File: src/rtl/bs_pkg.sv
// Shared definitions for the packet bitstream decoder: field widths,
// PID encodings and the decoder state encoding.
package bs_pkg;

    localparam int PID_W  = 4;
    localparam int ADDR_W = 7;
    localparam int ENDP_W = 4;
    localparam int DATA_W = 64;
    localparam int CNT_W  = 7;

    typedef enum logic [PID_W-1:0] {
        PID_OUT   = 4'b0001,
        PID_IN    = 4'b1001,
        PID_DATA0 = 4'b0011,
        PID_ACK   = 4'b0010,
        PID_NAK   = 4'b1010
    } pid_t;

    typedef enum logic [2:0] {
        ST_IDLE,
        ST_RECV_PID,
        ST_RECV_ADDR,
        ST_RECV_ENDP,
        ST_RECV_DATA,
        ST_HOLD,
        ST_DRAIN
    } dec_state_t;

    // Counter value at which the last bit of a w-bit field is taken.
    function automatic logic [CNT_W-1:0] last_idx(input int w);
        return CNT_W'(w - 1);
    endfunction

endpackage

File: src/rtl/bitstream_decoder_if.sv
// Line-side inputs and decoded-packet outputs of the bitstream decoder.
// Handshake: pktready is held high with all fields stable until a posedge
// samples pktack=1; pktready drops on that edge. pktack is ignored otherwise.
interface bitstream_decoder_if;
    import bs_pkg::*;

    logic              inb;
    logic              sending;
    logic              pause;
    logic              pktack;
    logic [PID_W-1:0]  pid;
    logic [ADDR_W-1:0] addr;
    logic [ENDP_W-1:0] endp;
    logic [DATA_W-1:0] data;
    logic              pktready;
    logic              pid_err;
    logic              frame_err;
    dec_state_t        dbg_state;

    modport master (
        output inb, sending, pause, pktack,
        input  pid, addr, endp, data, pktready, pid_err, frame_err, dbg_state
    );

    modport slave (
        input  inb, sending, pause, pktack,
        output pid, addr, endp, data, pktready, pid_err, frame_err, dbg_state
    );

endinterface

File: src/rtl/sipo_shiftreg.sv
// Serial-in parallel-out shift register. Bits enter at the MSB end so that
// after W shifts Q[0] holds the first bit received (LSB-first fields).
// clr empties the register; clr together with en loads the bit into a
// freshly cleared register.
module sipo_shiftreg #(
    parameter int W = 8
) (
    input  logic         clk,
    input  logic         rst_L,
    input  logic         en,
    input  logic         clr,
    input  logic         inb,
    output logic [W-1:0] Q
);

    logic [W-1:0] q_d, q_q;

    // Next register contents: clear, shift, or hold.
    always_comb begin
        q_d = q_q;
        if (clr) begin
            q_d = en ? {inb, {(W-1){1'b0}}} : '0;
        end else if (en) begin
            q_d = {inb, q_q[W-1:1]};
        end
    end

    // Register with synchronous active-low reset.
    always_ff @(posedge clk) begin
        if (!rst_L) q_q <= '0;
        else        q_q <= q_d;
    end

    assign Q = q_q;

endmodule

File: src/rtl/bitstream_decoder.sv
// Bitstream decoder: reassembles PID, address, endpoint and data fields from
// the unstuffed serial line and presents the packet with a ready/ack handshake.
// Optional macro BS_DEC_PIDCHK_EN: check PID bits 4-7 against ~pid.
module bitstream_decoder
    import bs_pkg::*;
(
    input  logic               clk,
    input  logic               rst_L,
    bitstream_decoder_if.slave bus
);

    dec_state_t        state_d, state_q;
    logic [CNT_W-1:0]  count_d, count_q;
    logic              pktready_d, pktready_q;
    logic              pid_err_d, pid_err_q;
    logic              frame_err_d, frame_err_q;

    logic              take, clr, pid_ok;
    logic              pid_en, addr_en, endp_en, data_en;
    logic [PID_W-1:0]  pid_q;
    logic [ADDR_W-1:0] addr_q;
    logic [ENDP_W-1:0] endp_q;
    logic [DATA_W-1:0] data_q;

    assign take = bus.sending && !bus.pause;

    sipo_shiftreg #(.W(PID_W))  u_pid  (.clk(clk), .rst_L(rst_L), .en(pid_en),  .clr(clr), .inb(bus.inb), .Q(pid_q));
    sipo_shiftreg #(.W(ADDR_W)) u_addr (.clk(clk), .rst_L(rst_L), .en(addr_en), .clr(clr), .inb(bus.inb), .Q(addr_q));
    sipo_shiftreg #(.W(ENDP_W)) u_endp (.clk(clk), .rst_L(rst_L), .en(endp_en), .clr(clr), .inb(bus.inb), .Q(endp_q));
    sipo_shiftreg #(.W(DATA_W)) u_data (.clk(clk), .rst_L(rst_L), .en(data_en), .clr(clr), .inb(bus.inb), .Q(data_q));

`ifdef BS_DEC_PIDCHK_EN
    // PID bits 4-6 are held here; bit 7 is still on the line when checked.
    logic       pidc_en;
    logic [2:0] pidc_q;

    sipo_shiftreg #(.W(3)) u_pidc (.clk(clk), .rst_L(rst_L), .en(pidc_en), .clr(clr), .inb(bus.inb), .Q(pidc_q));

    assign pid_ok = ({bus.inb, pidc_q} == ~pid_q);
`else
    assign pid_ok = 1'b1;
`endif

    // Next-state, counter, field-enable and pulse logic.
    always_comb begin
        state_d     = state_q;
        count_d     = count_q;
        pid_err_d   = 1'b0;
        frame_err_d = 1'b0;
        clr         = 1'b0;
        pid_en      = 1'b0;
        addr_en     = 1'b0;
        endp_en     = 1'b0;
        data_en     = 1'b0;
`ifdef BS_DEC_PIDCHK_EN
        pidc_en     = 1'b0;
`endif
        case (state_q)
            ST_IDLE: begin
                if (take) begin
                    clr     = 1'b1;
                    pid_en  = 1'b1;
                    count_d = CNT_W'(1);
                    state_d = ST_RECV_PID;
                end
            end
            ST_RECV_PID: begin
                if (!bus.sending) begin
                    frame_err_d = 1'b1;
                    count_d     = '0;
                    state_d     = ST_IDLE;
                end else if (take) begin
                    pid_en = (count_q < CNT_W'(PID_W));
`ifdef BS_DEC_PIDCHK_EN
                    pidc_en = !pid_en && (count_q != last_idx(2*PID_W));
`endif
                    if (count_q == last_idx(2*PID_W)) begin
                        count_d = '0;
                        if (!pid_ok) begin
                            pid_err_d = 1'b1;
                            state_d   = ST_DRAIN;
                        end else begin
                            case (pid_t'(pid_q))
                                PID_OUT, PID_IN: state_d = ST_RECV_ADDR;
                                PID_DATA0:       state_d = ST_RECV_DATA;
                                PID_ACK, PID_NAK: state_d = ST_HOLD;
                                default: begin
                                    pid_err_d = 1'b1;
                                    state_d   = ST_DRAIN;
                                end
                            endcase
                        end
                    end else begin
                        count_d = count_q + CNT_W'(1);
                    end
                end
            end
            ST_RECV_ADDR, ST_RECV_ENDP, ST_RECV_DATA: begin
                if (!bus.sending) begin
                    frame_err_d = 1'b1;
                    count_d     = '0;
                    state_d     = ST_IDLE;
                end else if (take) begin
                    count_d = count_q + CNT_W'(1);
                    if (state_q == ST_RECV_ADDR) begin
                        addr_en = 1'b1;
                        if (count_q == last_idx(ADDR_W)) begin
                            count_d = '0;
                            state_d = ST_RECV_ENDP;
                        end
                    end else if (state_q == ST_RECV_ENDP) begin
                        endp_en = 1'b1;
                        if (count_q == last_idx(ENDP_W)) begin
                            count_d = '0;
                            state_d = ST_HOLD;
                        end
                    end else begin
                        data_en = 1'b1;
                        if (count_q == last_idx(DATA_W)) begin
                            count_d = '0;
                            state_d = ST_HOLD;
                        end
                    end
                end
            end
            ST_HOLD: begin
                if (bus.pktack) state_d = bus.sending ? ST_DRAIN : ST_IDLE;
            end
            ST_DRAIN: begin
                if (!bus.sending) state_d = ST_IDLE;
            end
            default: state_d = ST_IDLE;
        endcase
        pktready_d = (state_d == ST_HOLD);
    end

    // State, counter and registered outputs.
    always_ff @(posedge clk) begin
        if (!rst_L) begin
            state_q     <= ST_IDLE;
            count_q     <= '0;
            pktready_q  <= 1'b0;
            pid_err_q   <= 1'b0;
            frame_err_q <= 1'b0;
        end else begin
            state_q     <= state_d;
            count_q     <= count_d;
            pktready_q  <= pktready_d;
            pid_err_q   <= pid_err_d;
            frame_err_q <= frame_err_d;
        end
    end

    assign bus.pid       = pid_q;
    assign bus.addr      = addr_q;
    assign bus.endp      = endp_q;
    assign bus.data      = data_q;
    assign bus.pktready  = pktready_q;
    assign bus.pid_err   = pid_err_q;
    assign bus.frame_err = frame_err_q;
    assign bus.dbg_state = state_q;

endmodule

File: src/flat_wrapper.sv
// flat-port wrapper written by rule: the top's interface ports become plain ports
module bitstream_decoder_flat import bs_pkg::*;
  (clk, rst_L, bus_inb, bus_sending, bus_pause, bus_pktack, bus_pid, bus_addr, bus_endp, bus_data, bus_pktready, bus_pid_err, bus_frame_err, bus_dbg_state);
  bitstream_decoder_if bus_i ();
  input  logic clk;
  input  logic rst_L;
  input wire logic [$bits(bus_i.inb)-1:0] bus_inb;
  input wire logic [$bits(bus_i.sending)-1:0] bus_sending;
  input wire logic [$bits(bus_i.pause)-1:0] bus_pause;
  input wire logic [$bits(bus_i.pktack)-1:0] bus_pktack;
  output wire logic [$bits(bus_i.pid)-1:0] bus_pid;
  output wire logic [$bits(bus_i.addr)-1:0] bus_addr;
  output wire logic [$bits(bus_i.endp)-1:0] bus_endp;
  output wire logic [$bits(bus_i.data)-1:0] bus_data;
  output wire logic [$bits(bus_i.pktready)-1:0] bus_pktready;
  output wire logic [$bits(bus_i.pid_err)-1:0] bus_pid_err;
  output wire logic [$bits(bus_i.frame_err)-1:0] bus_frame_err;
  output wire logic [$bits(bus_i.dbg_state)-1:0] bus_dbg_state;
  assign bus_i.inb = bus_inb;
  assign bus_i.sending = bus_sending;
  assign bus_i.pause = bus_pause;
  assign bus_i.pktack = bus_pktack;
  assign bus_pid = bus_i.pid;
  assign bus_addr = bus_i.addr;
  assign bus_endp = bus_i.endp;
  assign bus_data = bus_i.data;
  assign bus_pktready = bus_i.pktready;
  assign bus_pid_err = bus_i.pid_err;
  assign bus_frame_err = bus_i.frame_err;
  assign bus_dbg_state = bus_i.dbg_state;
  bitstream_decoder u_core (.clk(clk), .rst_L(rst_L), .bus(bus_i));
endmodule
File: config.mk
export PLATFORM = sky130hd
export DESIGN_NAME = bitstream_decoder_flat
export DESIGN_NICKNAME = d
export VERILOG_FILES = /design/src/rtl/bs_pkg.sv /design/src/rtl/bitstream_decoder_if.sv /design/src/rtl/sipo_shiftreg.sv /design/src/rtl/bitstream_decoder.sv /design/src/flat_wrapper.sv
export SDC_FILE = /design/constraint.sdc
export NUM_CORES = 1
export LEC_CHECK = 0
export BUFFER_PORTS_ARGS = -buffer_cell sky130_fd_sc_hd__buf_2
export CAP_MARGIN = 20
export CORE_MARGIN = 10
export CORE_UTILIZATION = 45
export CTS_CLUSTER_SIZE = 16
export DETAILED_ROUTE_END_ITERATION = 8
export GPL_TIMING_DRIVEN = 1
export PLACE_DENSITY = 0.81
export SLEW_MARGIN = 20
export SYNTH_ARGS = -nofsm -noshare
export SYNTH_HDL_FRONTEND = slang
export SYNTH_SLANG_ARGS = --single-unit
File: constraint.sdc
create_clock -name clk -period 1.8 [get_ports clk]
set_clock_uncertainty 0.15 [all_clocks]
set_input_delay 0.09 -clock clk [delete_from_list [all_inputs] [get_ports clk]]
set_output_delay 0.09 -clock clk [all_outputs]
set_load 0.02 [all_outputs]
==> out/metrics.cfg, run 1 <==
[global_route]
grt_pass1_vias=3659
grt_max_degree=88
use_met1=0.1950
grtUsageMet3=0.03994
busiest_layer=met2
use_met2=0.2677
grt_antenna_before_repair=0
grt_pass1_wl_um=17590
grt_usage=0.1634
grt_overflow_total=0

[worst_setup_path]
crit_type=register to register
cp_top_family=simple AND/OR/NAND/NOR gates
cpPeakStageDelay_ns=0.57
critPathCaptureType=register
slowest_stage=or4_4
worst-path-stages=6
rr_worst_depth=6
cp_num_buf_inv=1
crit_arrival_ns=1.98
cp_max_fo=3
required_ns=1.88
start_kind=register
crit_chain=or4_4, a21oi_4, o211ai_1, buf_4, a32oi_2, nor2_1

[clock_network]
clk_pin_slew_ns=0.09
clock-sinks=92
clockBufferDepth=2
cts-htree-levels=3
numCtsBuffers=9
cts_root_buf=clkbuf_8
cts_tree=built
clock_latency_ns=0.35

[synthesis]
synth_area_um2=3812
synth_area_leaders=dfxtp_1 (48%), a21oi_1 (10%), nand3_1 (10%)
yosysUniqueCellTypes=43
yosysSeqAreaShare=0.4831
yosysTopAreaCellShare=0.4831
ys_ff_latch=92
synthCells=485
synth_edf_count=0
yosysWarnings=0
syn-num-nets=494
synth_top_flop_cell=dfxtp_1
avgSynthCellArea_um2=7.861
yosys.area.top_type=dfxtp_1
async_flop_share=0

[sta]
hold_viol=0
setup_viol_count_final=9
drv_slew=0
worst_pin_slew_ns=0.3994
fmax_ghz=0.5279
post-route-min-period_ns=1.894
fin_tns_setup_ns=-0.3199
period_share=1.052
fin_ws_ns=-0.09439
relSlewSlack=0.7337
rsz0062_at_grt=yes

[placement]
hpwl_um=7280
gp_congestion=0.9075
portBuffers=90

[pwr]
pwr-share-clk=0.420
p_sw_uw=888.9
p_sw_frac=0.2263
power_per_cell_area_nw_per_um2=791.1
p_comb_frac=0.059
total_power_uw=3928
p_leak_uw=0.001987
vdd_drop_max_mv=0.3979
internal_power_uw=3039
pwr-share-seq=0.520

[worst_hold_path]
hp-class=input pin to register
hold_depth=5

[drt]
drt_wl_total_um=10770
num_vias=3901
final_antenna_net_count=0
firstDrtPassIters=5
drc_errors=0
via_per_inst=5.597
drt_iter0_drc=230
avgRoutedWirePerCell_um=15.45

[layout]
finalNetCount=597
area_growth_pct=30.23
n_antenna_cell=0
drive_gt1_frac=0.2804

[floorplan]
die_area_um2=12550
num_io_pins=91
initial_utilization=0.4640
rows=33
die_w_um=112.0
core_area_um2=8217
die_h_um=112.0

[run_status]
violations=negative setup slack
status=finished with violations

[flow_run]
drv_cap=0

what timing repair did:
item / 4_1_cts / 5_1_grt
setup buffers: 3 / 0
hold buffers: 3 / 0
endpoints found under the hold margin: 8 / 0
endpoints found under the setup margin: 12 / 19
pin swaps: 5 / 12
resized for setup: 6 / 20
stage by stage:
stage | worst slack (ns) | hold WS (ns) | instances | util | instance area (um^2)
after floorplan | 0.0007748 | 0.05379 | 485 | - | 3819
after global placement | -0.02582 | 0.2138 | 676 | 0.5569 | 4576
after detailed placement | -0.1297 | 0.2158 | 676 | 0.5569 | 4576
after CTS | -0.04265 | 0.04242 | 697 | 0.5946 | 4886
after global routing | -0.1515 | 0.08916 | 697 | 0.6042 | 4965
final | -0.09439 | 0.06065 | 697 | 0.6042 | 4965
final timing paths:
check,from,endpoint,slack (ns)
worst max register to register,u_core.count_q[3],u_core.count_q[1],-0.09
worst max-delay path,u_core.count_q[3],u_core.count_q[1],-0.09
worst min register to register,u_core.u_addr.Q[0],u_core.u_addr.Q[0],0.30
worst min-delay path,bus_sending,u_core.bus.dbg_state[2],0.06
tightest hold or removal path: stages:
cell and delay (ns):
buf_2 0.13, nand2_1 0.07, o22ai_1 0.08, nand2_1 0.07, a31oi_1 0.09
layout make-up:
cell class / count / area, um^2
Timing Repair Buffer: 129 / 820.8
Inverter: 7 / 26.28
Clock inverter: 5 / 110.1
Sequential cell: 92 / 1853
Multi-Input combinational cell: 349 / 1896
Tap cell: 105 / 131.4
Fill cell: 719 / 3252
Clock buffer: 10 / 127.6
power by group through the flow:
stage	sequential [uW]	combinational [uW]	clock [uW]
4_1_cts	2040	223	1680
3_3_place_gp	2090	211	0
3_5_place_dp	2090	212	0
5_1_grt	2050	252	1770
6_report	2040	233	1650
2_1_floorplan	2090	128	0
logic make-up (layout without fill, tap and decap cells):
logic type | Yosys count | after routing | synth area share
xor gates and xnor gates | 1 | 1 | 0.002298
adders and majority gates | 3 | 3 | 0.009847
and+or+nand+nor | 230 | 230 | 0.2878
buffers and inverters | 44 | 151 | 0.04463
muxes | 4 | 4 | 0.01050
DFF | 92 | 92 | 0.4831
AOI/OAI and AO/OA | 111 | 111 | 0.1618
synth_stat cells (all sizes together) (3+ instances only):
library cell  instances
nand4                 4
nor2                 18
dfxtp                92
nor3                  6
o21ai                 8
o22ai                 3
clkbuf               33
inv                   6
and2                  4
a22oi                 5
ha                    3
nand3b                5
mux2i                 4
nand2                92
nor2b                 4
buf                   4
nand2b                3
a21oi                79
nand3                79
a31oi                 4
nor3b                 5
state kept, by name (all words and copies together) (netlist names):
signal / flops
u_core.bus.frame_err: 1
u_core.u_endp.Q: 4
u_core.u_addr.Q: 7
u_core.bus.dbg_state: 3
u_core.bus.pid_err: 1
u_core.bus.pktready: 1
u_core.count_q: 7
u_core.u_pid.Q: 4
u_core.u_data.Q: 64
cell usage in the layout, fill, tap and decap left out, types with 5 or more instances in the layout:
master and instances:
inv_1 6, nand3_1 76, nand3b_1 5, a22oi_1 5, nand2_1 91, o21ai_0 5
buf_2 90, a21oi_1 77, dfxtp_1 87, nor2_1 18, clkbuf_8 9, buf_4 29
buf_12 5
metal layers:
layer  wire [um]  share of wire
met1        4561           0.42
met2        5256           0.49
met3         634          0.059
met4         318          0.030
met5           0              0
(Power assumes the default switching activity.)
==> inputs of run 2 (changes only) <==
--- a/config.mk
+++ b/config.mk
@@ -13,6 +13,7 @@
 export DETAILED_ROUTE_END_ITERATION = 8
 export GPL_TIMING_DRIVEN = 1
 export PLACE_DENSITY = 0.81
+export SKIP_CTS_REPAIR_TIMING = 1
 export SLEW_MARGIN = 20
 export SYNTH_ARGS = -nofsm -noshare
 export SYNTH_HDL_FRONTEND = slang
==> out/metrics.cfg, run 2 (synthesis results as in run 1) <==
[layout]
n_antenna_cell=0  ; unchanged
area_growth_pct=29.93
drive_gt1_frac=0.2761  ; -0.004311
layout.cells.non_filler=699  ; +0.29%
largest_reg_flops=64  ; unchanged
nFillCells=717  ; -0.28%
finalNetCount=599  ; +0.34%
mostFrequentLayoutCell=nand2_1
final_cell_mix=nand2_1 (91), buf_2 (90), dfxtp_1 (86), nand3_1 (77), a21oi_1 (77)

[clock_network]
clk_pin_slew_ns=0.09  ; about the same
cts-htree-levels=3  ; unchanged
clockBufferDepth=2  ; unchanged
clock-sinks=92  ; unchanged
cts_tree=built
numCtsBuffers=9  ; unchanged
cts_root_buf=clkbuf_8
clock_latency_ns=0.36  ; about the same

[drt]
drt_iter0_drc=243  ; +5.7%
final_antenna_net_count=0  ; unchanged
num_vias=3919  ; +0.46%
avgRoutedWirePerCell_um=15.57  ; +0.78%
drt_wl_total_um=10890  ; +1.1%
firstDrtPassIters=5  ; unchanged
via_per_inst=5.607  ; +0.17%
drc_errors=0  ; unchanged

[global_route]
grt_max_degree=88  ; unchanged
grt_antenna_before_repair=0  ; unchanged
grt_usage=0.1611  ; -0.002317
grt_overflow_total=0  ; unchanged
grt_pass1_wl_um=17370  ; -1.2%
grt_pass1_vias=3617  ; -1.1%

[sta]
relSlewSlack=0.7315  ; -0.002188
worst_pin_slew_ns=0.4027  ; +0.003283 ns
fin_ws_ns=-0.08125  ; +0.01314 ns
fmax_ghz=0.5316  ; +0.70%
post-route-min-period_ns=1.881  ; -0.01314 ns
fin_tns_setup_ns=-0.2136  ; +0.1063 ns
period_share=1.045  ; -0.007300
setup_viol_count_final=8  ; -1
hold_slack_ns=0.04324  ; -0.01742 ns
drv_slew=0  ; unchanged
hold_viol=0  ; unchanged
rsz0062_at_grt=yes

[worst_setup_path]
rrSetupSlack_ns=-0.08  ; about the same
critPathCaptureType=register
crit_type=register to register
start_kind=register
r2r-end=u_core.count_q[1]
reg2reg_from=u_core.count_q[4]
slowest_stage=or4_4
required_ns=1.88  ; about the same
cp_max_fo=7  ; +4
cpPeakStageDelay_ns=0.57  ; about the same
crit_chain=or4_4, a21oi_4, o211ai_1, buf_4, a32oi_1, nor2_1
crit_arrival_ns=1.96  ; -0.02 ns
rr_worst_depth=6  ; unchanged

[floorplan]
die_w_um=112.0  ; unchanged
core_area_um2=8217  ; unchanged
num_io_pins=91  ; unchanged
rows=33  ; unchanged
die_area_um2=12550  ; unchanged
initial_utilization=0.4640  ; unchanged
die_h_um=112.0  ; unchanged

[pwr]
p_sw_uw=889.9  ; +0.11%
internal_power_uw=3042  ; +0.11%
power_per_cell_area_nw_per_um2=793.8  ; +0.34%
pwr-share-seq=0.520  ; about the same
p_sw_frac=0.2263  ; about the same
p_leak_uw=0.001989  ; +0.13%
vdd_drop_max_mv=0.3967  ; -0.29%
p_comb_frac=0.060  ; about the same
pwr-share-clk=0.420  ; about the same

[placement]
pre_cts_slack_ns=-0.1297  ; unchanged
gp_congestion=0.9075  ; unchanged
dpl.cell_count=676  ; unchanged
portBuffers=90  ; unchanged
hpwl_um=7280  ; unchanged

[run_status]
status=finished with violations
violations=negative setup slack

[flow_run]
drv_cap=0  ; unchanged

[worst_hold_path]
hp-class=input pin to register
hold-path-endpoint=u_core.bus.dbg_state[2]
hold_start=bus_sending
hold_depth=4  ; -1

-- run 2: cell types whose count changed in the layout (fill, tap and decap cells not counted) --
cell,before,now
nor3_2,2,0
dfxtp_1,87,86
a32oi_1,1,2
dfxtp_4,2,1
nand3_1,76,77
buf_4,29,31
nand3_2,3,2
a32oi_2,1,0
nor3_1,2,4
dfxtp_2,3,5
ha_2,2,1
ha_1,1,2
-- run 2: critical path: cells and delay by family, from the launching register on --
family | cells | cell delay, ns
AO/OA/AOI/OAI | 3 | 0.47
buffers and inverters | 1 | 0.19
flip-flops | 1 | 0.33
AND/OR/NAND/NOR | 2 | 0.62
-- run 2: final cells by class --
class	instances	area (um^2)	area share
Clock inverter	5	110.1	0.02223
Clock buffer	10	127.6	0.02576
Inverter	7	26.28	0.005304
Sequential cell	92	1852	0.3738
Tap cell	105	131.4	0.02652
Timing Repair Buffer	131	835.8	0.1687
Multi-Input combinational cell	349	1871	0.3776
-- run 2: power groups by stage --
| stage | sequential, uW | combinational (uW) | clock (uW) |
|---|---|---|---|
| after global placement | 2090 | 211 | 0 |
| after CTS | 2040 | 213 | 1680 |
| after floorplan | 2090 | 128 | 0 |
| after global routing | 2040 | 255 | 1770 |
| after detailed placement | 2090 | 212 | 0 |
| final | 2040 | 236 | 1650 |
-- run 2: worst max-delay path by stage --
stage                                       start           endpoint  slack (ns)  cells past startpoint
after floorplan           u_core.bus.dbg_state[1]  u_core.count_q[6]      0.0008                      5
after global placement          u_core.count_q[0]  u_core.count_q[6]       -0.03                      7
after detailed placement        u_core.count_q[0]  u_core.count_q[6]       -0.13                      7
after CTS                       u_core.count_q[0]  u_core.count_q[6]       -0.14                      7
after global routing            u_core.count_q[4]  u_core.count_q[1]       -0.14                      6
final                           u_core.count_q[4]  u_core.count_q[1]       -0.08                      6
-- run 2: routing by layer --
layer / track usage / vias to the layer above / share of wire / wire length [um]
met2: 0.2630 / 139 / 0.49 / 5301
met3: 0.03940 / 26 / 0.062 / 678
li1: - / 1895 / - / -
met5: 0 / - / 0 / 0
met1: 0.1931 / 1859 / 0.42 / 4584
met4: 0.08122 / 0 / 0.029 / 321
-- run 2: metrics by stage --
stage | area [um^2] | total power (uW) | util
final | 4954 | 3932 | 0.6029
after global routing | 4954 | 4071 | 0.6029
after CTS | 4813 | 3942 | 0.5858
after detailed placement | 4576 | 2305 | 0.5569
after global placement | 4576 | 2302 | 0.5569
after floorplan | 3819 | 2222 | -
==> inputs of run 3 (changes only) <==
--- a/config.mk
+++ b/config.mk
@@ -5,6 +5,7 @@
 export SDC_FILE = /design/constraint.sdc
 export NUM_CORES = 1
 export LEC_CHECK = 0
+export ABC_AREA = 1
 export BUFFER_PORTS_ARGS = -buffer_cell sky130_fd_sc_hd__buf_2
 export CAP_MARGIN = 20
 export CORE_MARGIN = 10
@@ -12,7 +13,7 @@
 export CTS_CLUSTER_SIZE = 16
 export DETAILED_ROUTE_END_ITERATION = 8
 export GPL_TIMING_DRIVEN = 1
-export PLACE_DENSITY = 0.81
+export PLACE_DENSITY = 0.8
 export SKIP_CTS_REPAIR_TIMING = 1
 export SLEW_MARGIN = 20
 export SYNTH_ARGS = -nofsm -noshare
==> out/metrics.cfg, run 3 <==
[global_route]
grt_pass1_vias=3769  ; +4.2%
grt_usage=0.1626  ; +0.001498
grt_pass1_wl_um=18030  ; +3.8%
grt_max_degree=71  ; -19%
grt_antenna_before_repair=0  ; unchanged
grt_overflow_total=0  ; unchanged

[sta]
period_share=0.9413  ; -0.1038
fin_ws_ns=0.1056  ; +0.1869 ns
drv_slew=0  ; unchanged
setup_viol_count_final=0  ; -8
fmax_ghz=0.5902  ; +11%
post-route-min-period_ns=1.694  ; -0.1869 ns
worst_pin_slew_ns=0.3619  ; -0.04078 ns
relSlewSlack=0.7587  ; +0.02719
hold_viol=0  ; unchanged
fin_tns_setup_ns=0  ; +0.2136 ns
hold_slack_ns=0.009886  ; -0.03335 ns

[synthesis]
syn-num-nets=567  ; +15%
yosysSeqAreaShare=0.4491  ; -0.03404
synth_edf_count=0  ; unchanged
synth_top_flop_cell=dfxtp_1
synthCells=558  ; +15%
avgSynthCellArea_um2=7.350  ; -6.5%
yosysWarnings=0  ; unchanged
yosys.area.top_type=dfxtp_1
synth_commonest_cells=dfxtp_1 (92), inv_1 (85), nand2_1 (58), nand3_1 (58), a21oi_1 (57)
yosysMostFrequentCell=dfxtp_1
async_flop_share=0  ; unchanged
yosysUniqueCellTypes=31  ; -28%
yosysTopAreaCellShare=0.4491  ; -0.03404
ys_ff_latch=92  ; unchanged
synth_area_leaders=dfxtp_1 (45%), inv_1 (7.8%), nand3_1 (7.1%)
synth_area_um2=4101  ; +7.6%

[pwr]
vdd_drop_max_mv=0.4272  ; +7.7%
p_leak_uw=0.002139  ; +7.5%
power_per_cell_area_nw_per_um2=732.6  ; -7.7%

[worst_setup_path]
slowest_stage=dfxtp_1
required_ns=1.93  ; +0.05 ns
crit_arrival_ns=1.83  ; -0.13 ns
crit_type=register to register
critPathCaptureType=register
cpPeakStageDelay_ns=0.33  ; -0.24 ns
cp_num_buf_inv=2  ; +1
start_kind=register
cp_top_family=simple AND/OR/NAND/NOR gates
crit_chain=inv_2, nand2_2, nor2_4, inv_2, nand2_2, nand2_4, nand2_4, nand2_1, nor2_1, nand2_1, a21oi_1
cp_max_fo=8  ; +1

[run_status]
status=completed

[floorplan]
initial_utilization=0.4658  ; +0.001771
num_io_pins=91  ; unchanged
die_w_um=115.5  ; +3.1%
die_area_um2=13330  ; +6.2%
core_area_um2=8806  ; +7.2%
die_h_um=115.5  ; +3.1%
rows=34  ; +3.0%

[drt]
avgRoutedWirePerCell_um=14.60  ; -6.2%
num_vias=3987  ; +1.7%
drt_wl_total_um=11050  ; +1.5%
firstDrtPassIters=8  ; +3
drt_iter0_drc=372  ; +53%
drc_errors=0  ; unchanged
final_antenna_net_count=0  ; unchanged
via_per_inst=5.267  ; -6.1%

[clock_network]
clk_pin_slew_ns=0.10  ; about the same
cts_root_buf=clkbuf_8
clockBufferDepth=2  ; unchanged
clock-sinks=92  ; unchanged
cts_tree=built
cts-htree-levels=3  ; unchanged
clock_latency_ns=0.35  ; about the same
numCtsBuffers=9  ; unchanged

[worst_hold_path]
hp-class=input pin to register

[placement]
pre_cts_slack_ns=-0.008061  ; +0.1217 ns
portBuffers=90  ; unchanged
dpl.cell_count=736  ; +8.9%
gp_congestion=0.9045  ; -0.33%
hpwl_um=7808  ; +7.3%

[layout]
finalNetCount=653  ; +9.0%
n_antenna_cell=0  ; unchanged
drive_gt1_frac=0.2481  ; -0.02802
layout.cells.non_filler=757  ; +8.3%
area_growth_pct=20.07
largest_reg_flops=64  ; unchanged
nFillCells=811  ; +13%
final_cell_mix=buf_2 (90), dfxtp_1 (90), inv_1 (84)

[flow_run]
drv_cap=0  ; unchanged

==> run 3: cell count changes in the layout (fill, tap and decap cells not counted), sizes merged, moves of 22 or more <==
cell   before  now
inv         8   98
nor2       18   59
o21ai       8   41
nand2      92   66
o22ai       3   29
buf       128  106
==> run 3: area by class of cell <==
| class | instances | area [um^2] | area share |
|---|---|---|---|
| sequential | 92 | 1847 | 0.3750 |
| inverter | 94 | 352.8 | 0.07165 |
| timing repair buffer | 109 | 625.6 | 0.1270 |
| tap | 108 | 135.1 | 0.02744 |
| clock buffer | 10 | 137.6 | 0.02795 |
| multi-input combinational | 338 | 1773 | 0.3600 |
| clock inverter | 6 | 53.80 | 0.01092 |
==> run 3: stage by stage <==
stage / total power, uW / utilization / area [um^2]
after floorplan: 2229 / - / 4101
after global placement: 2278 / 0.5284 / 4653
after detailed placement: 2284 / 0.5284 / 4653
after CTS: 3630 / 0.5502 / 4845
after global routing: 3738 / 0.5593 / 4925
final: 3608 / 0.5593 / 4925
==> run 3: metal layers <==
metal	vias to the layer above	part of all wire	GRT usage	wire length, um
met3	16	0.079	0.04186	877
met4	0	0.012	0.05574	136
li1	1982	-	-	-
met1	1837	0.44	0.1991	4853
met2	152	0.47	0.2715	5186
met5	-	0	0	0
==> run 3: worst paths after layout <==
path / start / endpoint / slack, ns / depth (start not counted)
worst max-delay path: u_core.bus.dbg_state[2] / u_core.count_q[1] / 0.11 / 11
worst min-delay path: bus_pause / u_core.bus.pid_err / 0.01 / 4
worst max register to register: u_core.bus.dbg_state[2] / u_core.count_q[1] / 0.11 / 11
worst min register to register: u_core.u_addr.Q[0] / u_core.u_addr.Q[0] / 0.34 / 2
==> run 3: cells by family (layout without fill, tap and decap cells) <==
kind of cell               Yosys count  after routing  synth area share
DFF                                 92             92            0.4491
buffers and inverters              128            219            0.1260
xor gates and xnor gates             2              2          0.004272
and+or+nand+nor                    199            199            0.2343
adders and majority gates            3              3          0.009153
AOI/OAI and AO/OA                  134            134            0.1772
==> run 3: worst register-to-register path, stage by stage (launching register included) <==
cell and delay [ns]:
dfxtp_1 0.33, inv_2 0.14, nand2_2 0.13, nor2_4 0.17, inv_2 0.08, nand2_2 0.10
nand2_4 0.07, nand2_4 0.11, nand2_1 0.09, nor2_1 0.09, nand2_1 0.05, a21oi_1 0.11
==> run 3: report_power, final <==
group / switching [uW] / internal, uW / total, uW
logic: 151 / 53.6 / 205
registers: 4.98 / 2040 / 2040
clock network: 792 / 568 / 1360
total: 948 / 2660 / 3610
